`config.mk`:
```
export PLATFORM = sky130hd
export DESIGN_NAME = agc_rms_accum
export DESIGN_NICKNAME = d
export VERILOG_FILES = /design/src/rtl/agc_rms_accum.sv
export SDC_FILE = /design/constraint.sdc
export NUM_CORES = 1
export LEC_CHECK = 0
export BUFFER_PORTS_ARGS = -buffer_cell sky130_fd_sc_hd__buf_4
export CORE_MARGIN = 3
export CORE_UTILIZATION = 50
export CTS_CLUSTER_SIZE = 16
export DETAILED_ROUTE_END_ITERATION = 10
export PLACE_DENSITY = 0.71
export SYNTH_ARGS = -nofsm -noshare
export SYNTH_HDL_FRONTEND = slang
export SYNTH_SLANG_ARGS = --single-unit
```
`constraint.sdc`:
```
create_clock -name clk_i -period 2.51 [get_ports clk_i]
set_input_delay 0.502 -clock clk_i [delete_from_list [all_inputs] [get_ports clk_i]]
set_output_delay 0.502 -clock clk_i [all_outputs]
set_load 0.1 [all_outputs]
```
`src/rtl/agc_rms_accum.sv`:
```
// Windowed sum-of-squares and peak accumulator for the AGC RMS path.
// Two-stage pipeline (square, accumulate) with a valid/ack result register and sticky overrun flag.
module agc_rms_accum #(
  parameter int unsigned NBITS_LEN = 24
) (
  input  logic                   clk_i,
  input  logic                   rst_i,
  input  logic [3:0]             in_i,
  input  logic                   sync_i,
  input  logic [NBITS_LEN-1:0]   len_i,
  input  logic                   cont_i,
  input  logic                   ack_i,
  output logic [NBITS_LEN+7:0]   sq_o,
  output logic [3:0]             peak_o,
  output logic                   valid_o,
  output logic                   overrun_o,
  output logic                   busy_o
);

  localparam int unsigned AccW = NBITS_LEN + 8;

  typedef enum logic {
    ST_IDLE,
    ST_RUN
  } state_e;

  // Window control
  state_e               state_q, state_d;
  logic [NBITS_LEN-1:0] cnt_q, cnt_d;
  logic                 first_q, first_d;

  // Stage 1: squared sample and window-position flags
  logic                 s1_valid_q, s1_valid_d;
  logic                 s1_first_q, s1_first_d;
  logic                 s1_last_q, s1_last_d;
  logic [7:0]           s1_sq_q, s1_sq_d;
  logic [3:0]           s1_pk_q, s1_pk_d;

  // Stage 2: running accumulators and the presented result
  logic [AccW-1:0]      acc_q, acc_d;
  logic [3:0]           pk_acc_q, pk_acc_d;
  logic [AccW-1:0]      sq_q, sq_d;
  logic [3:0]           peak_q, peak_d;
  logic                 valid_q, valid_d;
  logic                 overrun_q, overrun_d;

  logic                 take;
  logic                 last;
  logic                 result_load;

  // A sample is taken every RUN cycle except a sync cycle, which restarts the window.
  assign take = (state_q == ST_RUN) && !sync_i;
  assign last = take && (cnt_q == '0);

  // NOTE: every signal written here gets a default first, so no path leaves it unassigned (no latch).
  always_comb begin
    state_d = state_q;
    cnt_d   = cnt_q;
    first_d = first_q;
    if (sync_i) begin
      state_d = ST_RUN;
      cnt_d   = len_i;
      first_d = 1'b1;
    end else if (take) begin
      first_d = last && cont_i;
      if (last) begin
        if (cont_i) begin
          cnt_d = len_i;
        end else begin
          state_d = ST_IDLE;
        end
      end else begin
        cnt_d = cnt_q - NBITS_LEN'(1);
      end
    end
  end

  always_comb begin
    s1_valid_d = take;
    s1_first_d = take && first_q;
    s1_last_d  = last;
    s1_sq_d    = {4'b0000, in_i} * {4'b0000, in_i};
    s1_pk_d    = in_i;
  end

  always_comb begin
    acc_d    = acc_q;
    pk_acc_d = pk_acc_q;
    if (s1_valid_q) begin
      acc_d    = s1_first_q ? {{NBITS_LEN{1'b0}}, s1_sq_q}
                            : acc_q + {{NBITS_LEN{1'b0}}, s1_sq_q};
      pk_acc_d = (s1_first_q || (s1_pk_q > pk_acc_q)) ? s1_pk_q : pk_acc_q;
    end

    result_load = s1_valid_q && s1_last_q;
    sq_d        = result_load ? acc_d    : sq_q;
    peak_d      = result_load ? pk_acc_d : peak_q;
    // A result landing in the same cycle as an ack counts as delivered, not overrun.
    valid_d     = result_load || (valid_q && !ack_i);
    overrun_d   = overrun_q || (result_load && valid_q && !ack_i);
  end

  // NOTE: sequential state uses non-blocking assignments only, so all flops update together at the edge.
  // NOTE: the accumulators are reset too; together with the cleared stage-1 flags no stale window can report.
  always_ff @(posedge clk_i) begin
    if (rst_i) begin
      state_q    <= ST_IDLE;
      cnt_q      <= '0;
      first_q    <= 1'b0;
      s1_valid_q <= 1'b0;
      s1_first_q <= 1'b0;
      s1_last_q  <= 1'b0;
      s1_sq_q    <= '0;
      s1_pk_q    <= '0;
      acc_q      <= '0;
      pk_acc_q   <= '0;
      sq_q       <= '0;
      peak_q     <= '0;
      valid_q    <= 1'b0;
      overrun_q  <= 1'b0;
    end else begin
      state_q    <= state_d;
      cnt_q      <= cnt_d;
      first_q    <= first_d;
      s1_valid_q <= s1_valid_d;
      s1_first_q <= s1_first_d;
      s1_last_q  <= s1_last_d;
      s1_sq_q    <= s1_sq_d;
      s1_pk_q    <= s1_pk_d;
      acc_q      <= acc_d;
      pk_acc_q   <= pk_acc_d;
      sq_q       <= sq_d;
      peak_q     <= peak_d;
      valid_q    <= valid_d;
      overrun_q  <= overrun_d;
    end
  end

  assign sq_o      = sq_q;
  assign peak_o    = peak_q;
  assign valid_o   = valid_q;
  assign overrun_o = overrun_q;
  assign busy_o    = (state_q == ST_RUN);

endmodule

```
==> results.sh, run 1 <==
export IMPL_ctsHtreeMaxLevel=4
export IMPL_path_type_of_the_worst_min_delay_path="input port to flip-flop"
export IMPL_worstReg2RegEnd="acc_q[31]"
export IMPL_synth_area_top_cells="sky130_fd_sc_hd__dfxtp_1 (42%), sky130_fd_sc_hd__nor2_1 (5.3%), sky130_fd_sc_hd__nand2_1 (4.6%)"
export IMPL_finalCoreUtilization_pct=64.52
export IMPL_tritoncts="yes"
export IMPL_relSlewSlack_pct=49.78
export IMPL_timing_setup_critical_path_class="flip-flop to flip-flop"
export IMPL_final_period_minus_worst_setup_slack_ns=2.396
export IMPL_synth_yosys_seq_area_share_pct=41.59
export IMPL_portBuffers=71
export IMPL_run_status="complete, no violations"
export IMPL_syn_area_um2=5439
export IMPL_p_clk_share_pct=46.5
export IMPL_internal_power_w=0.003435
export IMPL_synthDominantAreaCellType="sky130_fd_sc_hd__dfxtp_1"
export IMPL_r2r_start="s1_sq_q[2]"
export IMPL_drt_total_wl_mm=13.39
export IMPL_drt_wirelength_per_cell_um=15.30
export IMPL_share_seq_of_total_power_pct=41.5
export IMPL_number_of_enable_type_register_cells_in_the_synthesized_netlist=0
export IMPL_ys_types=66
export IMPL_ant_nets=0
export IMPL_drc_errors=0
export IMPL_cp_slowest_cell="sky130_fd_sc_hd__or4b_4"
export IMPL_drt_pass1_iterations=5
export IMPL_power_share_switching_pct=25.27
export IMPL_worstHoldStart="in_i[0]"
export IMPL_cts_max_path_buffers=2
export IMPL_area_growth_synth_to_final_pct=24.11
export IMPL_clkSlewWorstSetupHoldPaths_ns=0.05
export IMPL_grt_start_max_net_pins=41
export IMPL_grt_util_all_layers_pct=23.46
export IMPL_synth_seq_cells=113
export IMPL_tritoncts_num_buffers=17
export IMPL_placement_rows=37
export IMPL_clkLatencyLatePin_ns=0.52
export IMPL_io_pins=72
export IMPL_postSynthAreaPerCell_um2=8.446
export IMPL_timing_hold_worst_path_depth=2
export IMPL_worst_pin_slew_ns=0.7506
export IMPL_critical_path_cell_chain="ha_1 -> a31oi_1 -> a22oi_2 -> a221oi_2 -> or4b_4 -> or4_1 -> a31oi_1"
export IMPL_net_switching_power_w=0.001161
export IMPL_dieHeight_um=110.3
export IMPL_fp_coreArea_um2=10460
export IMPL_power_density_nw_per_um2=680.8
export IMPL_cts_resized=0
export IMPL_share_of_cells_above_drive_strength_1_pct=19.22
export IMPL_first_global_vias=4873
export IMPL_synth_cells=644
export IMPL_chipWidth_um=110.3
export IMPL_critical_path_startpoint_type="flip-flop"
export IMPL_critical_path_max_stage_delay_ns=0.52
export IMPL_nFillCells=888
export IMPL_cts_sinks=113
export IMPL_maximum_clock_frequency_mhz=417.3
export IMPL_regToRegSetupSlack_ns=0.11
export IMPL_antennaDiodeCount=0
export IMPL_ctsHoldBuffers=0
export IMPL_worst_r2r_path_depth=7
export IMPL_grt_overflow_total=0
export IMPL_max_cap_violations=0
export IMPL_timing_critical_path_fanout_max=4
export IMPL_root_buffer="sky130_fd_sc_hd__clkbuf_8"
export IMPL_final_layout_setup_total_negative_slack_ns=0
export IMPL_fin_nets=779
export IMPL_met1_global_route_usage_pct=28.91
export IMPL_grt_busiest_layer="met2"
export IMPL_globalRouteMet3Util_pct=5.708
export IMPL_syn_warnings=0
export IMPL_pins_over_their_slew_limit=0
export IMPL_wire_length_of_the_first_global_routing_pass_mm=22.49
export IMPL_finalSetupViolations=0
export IMPL_dieArea_um2=12170
export IMPL_vdd_ir_drop_max_uv=465.3
export IMPL_antenna_found_initial=0
export IMPL_crit_required_ns=2.95
export IMPL_detailedRoute_firstIterationViolations=321
export IMPL_power_share_combinational_pct=12.0
export IMPL_via_count=5065
export IMPL_dominantRegCellSynth="sky130_fd_sc_hd__dfxtp_1"
export IMPL_p_leak_nw=2.652
export IMPL_ys_top_cells_by_count="sky130_fd_sc_hd__dfxtp_1 (113), sky130_fd_sc_hd__nor2_1 (77), sky130_fd_sc_hd__nand2_1 (67)"
export IMPL_finalHoldViolations=0
export IMPL_async_flop_share_pct=0
export IMPL_detailed_place_hpwl_mm=9.375
export IMPL_viasPerCell=5.789
export IMPL_worst_path_most_repeated_cell="sky130_fd_sc_hd__a31oi_1"
export IMPL_yosys_cell_count_top_type="sky130_fd_sc_hd__dfxtp_1"
export IMPL_critPathCaptureType="flip-flop"
export IMPL_synth_nets=695
export IMPL_synth_top_cell_area_share_pct=41.59
export IMPL_post_route_period_util_pct=95.47
export IMPL_worstHoldEndpoint="s1_sq_q[2]"
export IMPL_cts_setup_buffers=0
export IMPL_initial_utilization_pct=51.99
export IMPL_rsz_0062_raised_after_global_routing="false"
export IMPL_routabilityCongestion=0.9305
export IMPL_timing_critical_path_arrival_ns=2.84
export IMPL_globalRouteMet2Util_pct=39.25
export IMPL_setup_clock_skew_after_layout_ns=0.008870
## stage by stage
stage | power [W] | instance area [µm²] | cells | worst slack, ns | hold WS, ns
3_5_place_dp | 0.002480 | 6210 | 845 | 0.08261 | 0.4457
3_3_place_gp | 0.002463 | 6210 | 845 | 0.1538 | 0.4386
4_1_cts | 0.004618 | 6743 | 875 | 0.08742 | 0.1618
2_1_floorplan | 0.002286 | 5439 | 644 | 0.2523 | 0.4309
5_1_grt | 0.004778 | 6750 | 875 | 0.01370 | 0.1741
6_report | 0.004596 | 6750 | 875 | 0.1137 | 0.1866
## power by group through the flow
stage / clock [W] / sequential [W] / combinational [W]
floorplan: 0 / 0.00194 / 0.000350
global placement: 0 / 0.00194 / 0.000524
detailed placement: 0 / 0.00194 / 0.000539
CTS: 0.00217 / 0.00190 / 0.000545
global route: 0.00226 / 0.00191 / 0.000609
finish: 0.00214 / 0.00191 / 0.000552
## worst max-delay path: cells and delay by family (launching register included)
family                     cells  cell delay (ns)
DFF                            1             0.32
and+or+nand+nor                2             0.94
AOI/OAI and AO/OA              4             0.70
adders and majority gates      1             0.36
## layout make-up
cell class / count / area [µm²] / area share (%)
sequential: 113 / 2262 / 33.51
inverter: 21 / 78.83 / 1.168
clock inverter: 4 / 25.02 / 0.3707
timing repair buffer: 97 / 728.2 / 10.79
multi-input combinational: 478 / 2978 / 44.12
tap: 136 / 170.2 / 2.521
clock buffer: 26 / 508.0 / 7.525
## registers in the layout (all words and copies together) (netlist names)
| name | cells |
|---|---|
| s1_pk_q | 3 |
| cnt_q | 24 |
| pk_acc_q | 4 |
| valid_o | 1 |
| s1_first_q | 1 |
| overrun_o | 1 |
| s1_valid_q | 1 |
| peak_o | 4 |
| busy_o | 1 |
| s1_last_q | 1 |
| sq_o | 32 |
| acc_q | 32 |
| s1_sq_q | 7 |
| first_q | 1 |
## how the worst max path moves through the flow
stage | endpoint | from | cells past startpoint | slack, ns
2_1_floorplan | acc_q[31] | s1_sq_q[2] | 7 | 0.25
3_3_place_gp | acc_q[22] | s1_sq_q[0] | 8 | 0.15
3_5_place_dp | acc_q[22] | s1_sq_q[0] | 8 | 0.08
4_1_cts | acc_q[22] | s1_sq_q[0] | 8 | 0.09
5_1_grt | acc_q[31] | s1_sq_q[2] | 7 | 0.01
6_report | acc_q[31] | s1_sq_q[2] | 7 | 0.11
## cells in the final DEF (no fill, tap or decap), drive strengths merged, types with 3 or more instances in the layout
cell,synthesis,final
nand4,17,17
nand3b,3,3
nor3b,6,6
and2,12,12
mux2i,8,8
buf,12,97
xor2,20,20
nor4b,3,3
o311ai,4,4
o32ai,6,6
o31a,4,4
nor2,78,78
a31oi,7,7
nor2b,9,9
a32oi,4,4
o22ai,5,5
a32o,4,4
ha,17,17
xnor2,12,12
a21o,6,6
a21oi,31,31
nand2,67,67
inv,20,20
nand3,17,17
nor4,13,13
or3,3,3
clkinv,1,3
dfxtp,113,113
a211oi,17,17
o21ai,42,42
nand2b,7,7
nor3,19,19
clkbuf,20,26
and3,7,7
## metal layers
layer / part of all wire, % / up-vias / wire length, µm
met1: 45 / 2394 / 5979
met2: 48 / 164 / 6437
met5: 0 / - / 0
met3: 5.8 / 21 / 783
li1: - / 2486 / -
met4: 1.4 / 0 / 189
## logic make-up after synthesis
group,after synthesis,synth area share (%)
and+or+nand+nor,270,25.30
AOI/OAI and AO/OA,149,18.20
xor gates and xnor gates,32,5.153
DFF,113,41.59
muxes,9,1.679
buffers and inverters,53,3.796
adders and majority gates,18,4.279
Power figures use the tool's default switching activity.
==> run 2, diff against run 1 <==
==> constraint.sdc (replaced) <==
create_clock -name clk_i -period 2.51 [get_ports clk_i]
set_input_delay 0.1255 -clock clk_i [delete_from_list [all_inputs] [get_ports clk_i]]
set_output_delay 0.1255 -clock clk_i [all_outputs]
set_load 0.1 [all_outputs]
==> run 2 against run 1 <==
- register-to-register slack barely moved
- via count is 2.7% higher
- die area is the same
- first-iteration DRC count increased by 3.1%
- core utilization grew 3.5 points
- wire length grew 3.6%
- hold slack worse by 0.15 ns
- flip-flop and latch count is the same
- sequential share of layout area shrank 1.7 points
- critical path type unchanged
- critical endpoint unchanged
==> results.sh, run 2 (same netlist as run 1, synthesis figures left out) <==
export IMPL_placed_cell_count=844
export IMPL_drt_total_wl_mm=13.87
export IMPL_power_density_nw_per_um2=688.1
export IMPL_root_buffer="sky130_fd_sc_hd__clkbuf_8"
export IMPL_ff_latch_area_um2=2262
export IMPL_dieArea_um2=12170
export IMPL_dieHeight_um=110.3
export IMPL_path_type_of_the_worst_min_delay_path="input port to flip-flop"
export IMPL_setup_clock_skew_after_layout_ns=0.01281
export IMPL_clkLatencyLatePin_ns=0.52
export IMPL_most_common_layout_cells="sky130_fd_sc_hd__dfxtp_1 (113), sky130_fd_sc_hd__buf_4 (98), sky130_fd_sc_hd__nor2_1 (77)"
export IMPL_ant_nets=0
export IMPL_detailed_place_hpwl_mm=9.574
export IMPL_routabilityCongestion=0.9313
export IMPL_grt_busiest_layer="met2"
export IMPL_detailedRoute_firstIterationViolations=331
export IMPL_timing_critical_path_fanout_max=4
export IMPL_power_share_combinational_pct=12.1
export IMPL_globalRouteMet2Util_pct=41.33
export IMPL_maximum_clock_frequency_mhz=419.4
export IMPL_run_status="complete, no violations"
export IMPL_worst_pin_slew_ns=0.7381
export IMPL_met1_global_route_usage_pct=28.96
export IMPL_relSlewSlack_pct=50.61
export IMPL_cts_max_path_buffers=2
export IMPL_portBuffers=71
export IMPL_tritoncts_num_buffers=17
export IMPL_internal_power_w=0.003739
export IMPL_crit_required_ns=2.96
export IMPL_critPathCaptureType="flip-flop"
export IMPL_area_growth_synth_to_final_pct=30.89
export IMPL_drc_errors=0
export IMPL_clkSlewWorstSetupHoldPaths_ns=0.05
export IMPL_p_leak_nw=2.817
export IMPL_antennaDiodeCount=0
export IMPL_viasPerCell=5.742
export IMPL_ctsHtreeMaxLevel=4
export IMPL_wire_length_of_the_first_global_routing_pass_mm=23.27
export IMPL_grt_util_all_layers_pct=24.08
export IMPL_initial_utilization_pct=51.99
export IMPL_max_cap_violations=0
export IMPL_post_route_period_util_pct=94.99
export IMPL_placement_rows=37
export IMPL_nFillCells=861
export IMPL_p_clk_share_pct=49.0
export IMPL_timing_setup_critical_path_class="flip-flop to flip-flop"
export IMPL_timing_critical_path_arrival_ns=2.83
export IMPL_globalRouteMet3Util_pct=6.523
export IMPL_final_period_minus_worst_setup_slack_ns=2.384
export IMPL_timing_hold_worst_path_depth=4
export IMPL_io_pins=72
export IMPL_grt_overflow_total=0
export IMPL_grt_start_max_net_pins=45
export IMPL_power_share_switching_pct=23.68
export IMPL_net_switching_power_w=0.001160
export IMPL_finalPower_w=0.004899
export IMPL_drt_wirelength_per_cell_um=15.31
export IMPL_mostFrequentLayoutCell="sky130_fd_sc_hd__dfxtp_1"
export IMPL_drt_pass1_iterations=5
export IMPL_finalHoldViolations=0
export IMPL_vdd_ir_drop_max_uv=481.5
export IMPL_share_of_cells_above_drive_strength_1_pct=18.57
export IMPL_antenna_found_initial=0
export IMPL_first_global_vias=5118
export IMPL_fp_coreArea_um2=10460
export IMPL_multi_input_comb_area_um2=2978
export IMPL_tritoncts="yes"
export IMPL_share_seq_of_total_power_pct=38.9
export IMPL_number_of_standard_cells_in_the_layout_taps_in_and_fillers_out=906
export IMPL_finalSetupViolations=0
export IMPL_pins_over_their_slew_limit=0
export IMPL_chipWidth_um=110.3
export IMPL_via_count=5202
export IMPL_critical_path_startpoint_type="flip-flop"
export IMPL_worst_r2r_path_depth=7
export IMPL_cts_sinks=113
export IMPL_fin_nets=810
## run 2: cell types whose count changed in the layout (fill, tap and decap cells not counted), sizes merged
cell / delta
clkinvlp: -2
dlygate4sd3: +30
bufinv: +3
clkbuf: -1
buf: +1
## run 2: path summary, 6_finish.rpt
kind / slack, ns / endpoint / start
worst max-delay path: 0.13 / acc_q[31] / s1_sq_q[2]
worst min-delay path: 0.04 / cnt_q[11] / len_i[11]
worst max register to register: 0.13 / acc_q[31] / s1_sq_q[2]
worst min register to register: 0.45 / sq_o[25] / sq_o[25]
## run 2: per-layer routing
layer | part of all wire (%) | vias up
li1 | - | 2543
met5 | 0 | -
met1 | 43 | 2465
met3 | 5.4 | 23
met4 | 1.7 | 0
met2 | 50 | 171
## run 2: area by class of cell
class | instances | area share [%]
clock buffers | 25 | 6.942
clock inverters | 5 | 1.406
inverters | 21 | 1.107
multi-input cells | 478 | 41.83
flip-flops and latches | 113 | 31.78
well taps | 136 | 2.390
repair buffers | 128 | 14.55
## run 2: timing repair
item                                    in CTS  in global routing
setup buffers                                0                  2
hold endpoints to repair                    35                  0
gates resized for setup                      0                  2
hold buffers                                30                  0
endpoints found under the setup margin       0                 12
## run 2: worst max-delay path, cell delays in order, from the launching register on
cell	delay, ns
sky130_fd_sc_hd__dfxtp_1	0.31
sky130_fd_sc_hd__ha_1	0.35
sky130_fd_sc_hd__a31oi_1	0.15
sky130_fd_sc_hd__a22oi_2	0.28
sky130_fd_sc_hd__a221oi_2	0.13
sky130_fd_sc_hd__or4b_4	0.51
sky130_fd_sc_hd__or4_1	0.42
sky130_fd_sc_hd__a31oi_1	0.17
## run 2: through the flow
stage | instance area, µm² | hold slack [ns] | TNS (ns) | worst slack [ns] | utilization, %
2_1_floorplan | 5439 | 0.1971 | 0 | 0.2523 | -
3_3_place_gp | 6202 | 0.3297 | 0 | 0.1538 | 59.28
3_5_place_dp | 6202 | 0.3364 | 0 | 0.08530 | 59.28
4_1_cts | 7097 | 0.009808 | 0 | 0.08069 | 67.83
5_1_grt | 7119 | 0.02232 | -0.005978 | -0.005978 | 68.05
6_report | 7119 | 0.03856 | 0 | 0.1258 | 68.05
## run 2: power groups by stage
stage                     combinational, W  clock, W  sequential, W
after floorplan                   0.000350         0        0.00194
after global placement            0.000524         0        0.00194
after detailed placement          0.000540         0        0.00194
after CTS                         0.000581   0.00244        0.00191
after global routing              0.000651   0.00252        0.00191
final                             0.000593   0.00240        0.00191
==> run 3, diff against run 2 <==
==> constraint.sdc (replaced) <==
create_clock -name clk_i -period 2.51 [get_ports clk_i]
set_input_delay 0.1255 -clock clk_i [delete_from_list [all_inputs] [get_ports clk_i]]
set_output_delay 0.1255 -clock clk_i [all_outputs]
set_load 0.005 [all_outputs]
==> run 3 against run 2 <==
- sequential power is essentially flat
- die area is the same
- non-clock buffer count is the same
- wire length is essentially flat
- first-iteration DRC count shrank 9.1%
==> results.sh, run 3 (same netlist as run 1, synthesis figures left out) <==
export IMPL_placement_rows=37
export IMPL_initial_utilization_pct=51.99
export IMPL_timing_critical_path_fanout_max=4
export IMPL_clkSlewWorstSetupHoldPaths_ns=0.05
export IMPL_run_status="complete, no violations"
export IMPL_final_layout_setup_total_negative_slack_ns=0
export IMPL_met1_length_mm=6.012
export IMPL_fp_coreArea_um2=10460
export IMPL_fin_nets=810
export IMPL_cts_sinks=113
export IMPL_ant_nets=0
export IMPL_drc_errors=0
export IMPL_dieHeight_um=110.3
export IMPL_detailedRoute_firstIterationViolations=301
export IMPL_worst_pin_slew_ns=0.7504
export IMPL_finalSetupViolations=0
export IMPL_maximum_clock_frequency_mhz=418.8
export IMPL_routabilityCongestion=0.9287
export IMPL_detailed_place_hpwl_mm=9.618
export IMPL_met2RoutedLength_mm=6.702
export IMPL_io_pins=72
export IMPL_critical_path_startpoint_type="flip-flop"
export IMPL_timing_setup_critical_path_class="flip-flop to flip-flop"
export IMPL_rsz_0062_raised_after_global_routing="false"
export IMPL_tritoncts_num_buffers=17
export IMPL_wire_length_of_the_first_global_routing_pass_mm=23.03
export IMPL_crit_required_ns=2.94
export IMPL_grt_start_max_net_pins=45
export IMPL_relSlewSlack_pct=49.79
export IMPL_grt_util_all_layers_pct=23.76
export IMPL_chipWidth_um=110.3
export IMPL_drt_total_wl_mm=13.88
export IMPL_p_leak_nw=2.806
export IMPL_power_density_nw_per_um2=686.2
export IMPL_via_count=5152
export IMPL_first_global_vias=5090
export IMPL_finalHoldViolations=0
export IMPL_setup_clock_skew_after_layout_ns=0.01192
export IMPL_portBuffers=71
export IMPL_tritoncts="yes"
export IMPL_antenna_found_initial=0
export IMPL_pins_over_their_slew_limit=0
export IMPL_post_route_period_util_pct=95.12
export IMPL_critPathCaptureType="flip-flop"
export IMPL_final_period_minus_worst_setup_slack_ns=2.388
export IMPL_nFillCells=845
export IMPL_dieArea_um2=12170
export IMPL_mostFrequentLayoutCell="sky130_fd_sc_hd__dfxtp_1"
export IMPL_grt_overflow_total=0
export IMPL_root_buffer="sky130_fd_sc_hd__clkbuf_8"
export IMPL_drt_wirelength_per_cell_um=15.28
export IMPL_vdd_ir_drop_max_uv=502.8
export IMPL_cts_max_path_buffers=2
export IMPL_max_cap_violations=0
export IMPL_share_of_cells_above_drive_strength_1_pct=18.91
export IMPL_path_type_of_the_worst_min_delay_path="input port to flip-flop"
export IMPL_clkLatencyLatePin_ns=0.51
export IMPL_timing_critical_path_arrival_ns=2.82
export IMPL_ctsHtreeMaxLevel=4
export IMPL_number_of_standard_cells_in_the_layout_taps_in_and_fillers_out=908
export IMPL_topRoutingLayerUsed="met4"
export IMPL_viasPerCell=5.674
export IMPL_area_growth_synth_to_final_pct=31.03
export IMPL_placed_cell_count=844
export IMPL_most_common_layout_cells="sky130_fd_sc_hd__dfxtp_1 (113), sky130_fd_sc_hd__buf_4 (98), sky130_fd_sc_hd__nor2_1 (77)"
export IMPL_antennaDiodeCount=0
export IMPL_finalCoreUtilization_pct=68.12
export IMPL_wl_met3_um=826
export IMPL_drt_pass1_iterations=5
[run 3: cell types whose count changed in the layout (fill, tap and decap cells not counted), sizes merged]
cell      change
clkinvlp      +3
clkbuf        -3
clkinv        +2
[run 3: path summary, 6_finish.rpt]
check | from | end | slack (ns) | depth (start not counted)
worst max-delay path | s1_sq_q[3] | acc_q[31] | 0.12 | 7
worst min-delay path | len_i[11] | cnt_q[11] | 0.02 | 4
worst min register to register | sq_o[15] | sq_o[15] | 0.45 | 2
worst max register to register | s1_sq_q[3] | acc_q[31] | 0.12 | 7
[run 3: power breakdown]
part	internal, W	leakage (nW)	total (W)	switching (W)
registers	0.00185	0.918	0.00191	0.0000560
logic	0.000260	1.60	0.000587	0.000328
clock network	0.00158	0.287	0.00240	0.000815
[run 3: layer usage]
layer | vias to the layer above | GRT usage, %
met1 | 2371 | 29.25
met4 | 0 | 9.323
met2 | 192 | 40.64
met5 | - | 0
met3 | 41 | 4.950
li1 | 2548 | -
[run 3: what timing repair did]
| action | in CTS | in global routing |
|---|---|---|
| hold endpoints to repair | 35 | 0 |
| setup endpoints to repair | 0 | 9 |
| gates resized for setup | 0 | 2 |
| hold buffers | 30 | 0 |
| setup buffers | 0 | 2 |
[run 3: metrics by stage]
stage | power (W) | hold WS [ns] | worst slack, ns | instance area (µm²)
2_1_floorplan | 0.002277 | 0.1971 | 0.2523 | 5439
3_3_place_gp | 0.002454 | 0.3296 | 0.1532 | 6202
3_5_place_dp | 0.002475 | 0.3294 | 0.08247 | 6202
4_1_cts | 0.004893 | 0.005582 | 0.08319 | 7098
5_1_grt | 0.005055 | 0.03590 | 0.02536 | 7127
6_report | 0.004891 | 0.01637 | 0.1225 | 7127
[run 3: layout make-up]
| class | count | area [µm²] | area share [%] |
|---|---|---|---|
| clock buffer | 22 | 462.9 | 6.496 |
| timing repair buffer | 128 | 1036 | 14.54 |
| clock inverter | 10 | 132.6 | 1.861 |
| tap | 136 | 170.2 | 2.388 |
| sequential | 113 | 2262 | 31.74 |
| inverter | 21 | 78.83 | 1.106 |
| multi-input combinational | 478 | 2984 | 41.87 |
[run 3: worst max-delay path, stage by stage (launching register included)]
cell                       delay [ns]
sky130_fd_sc_hd__dfxtp_1         0.32
sky130_fd_sc_hd__ha_1            0.35
sky130_fd_sc_hd__o21ai_2         0.09
sky130_fd_sc_hd__a22oi_2         0.29
sky130_fd_sc_hd__a221oi_2        0.12
sky130_fd_sc_hd__or4b_4          0.51
sky130_fd_sc_hd__or4_1           0.43
sky130_fd_sc_hd__a31oi_1         0.19
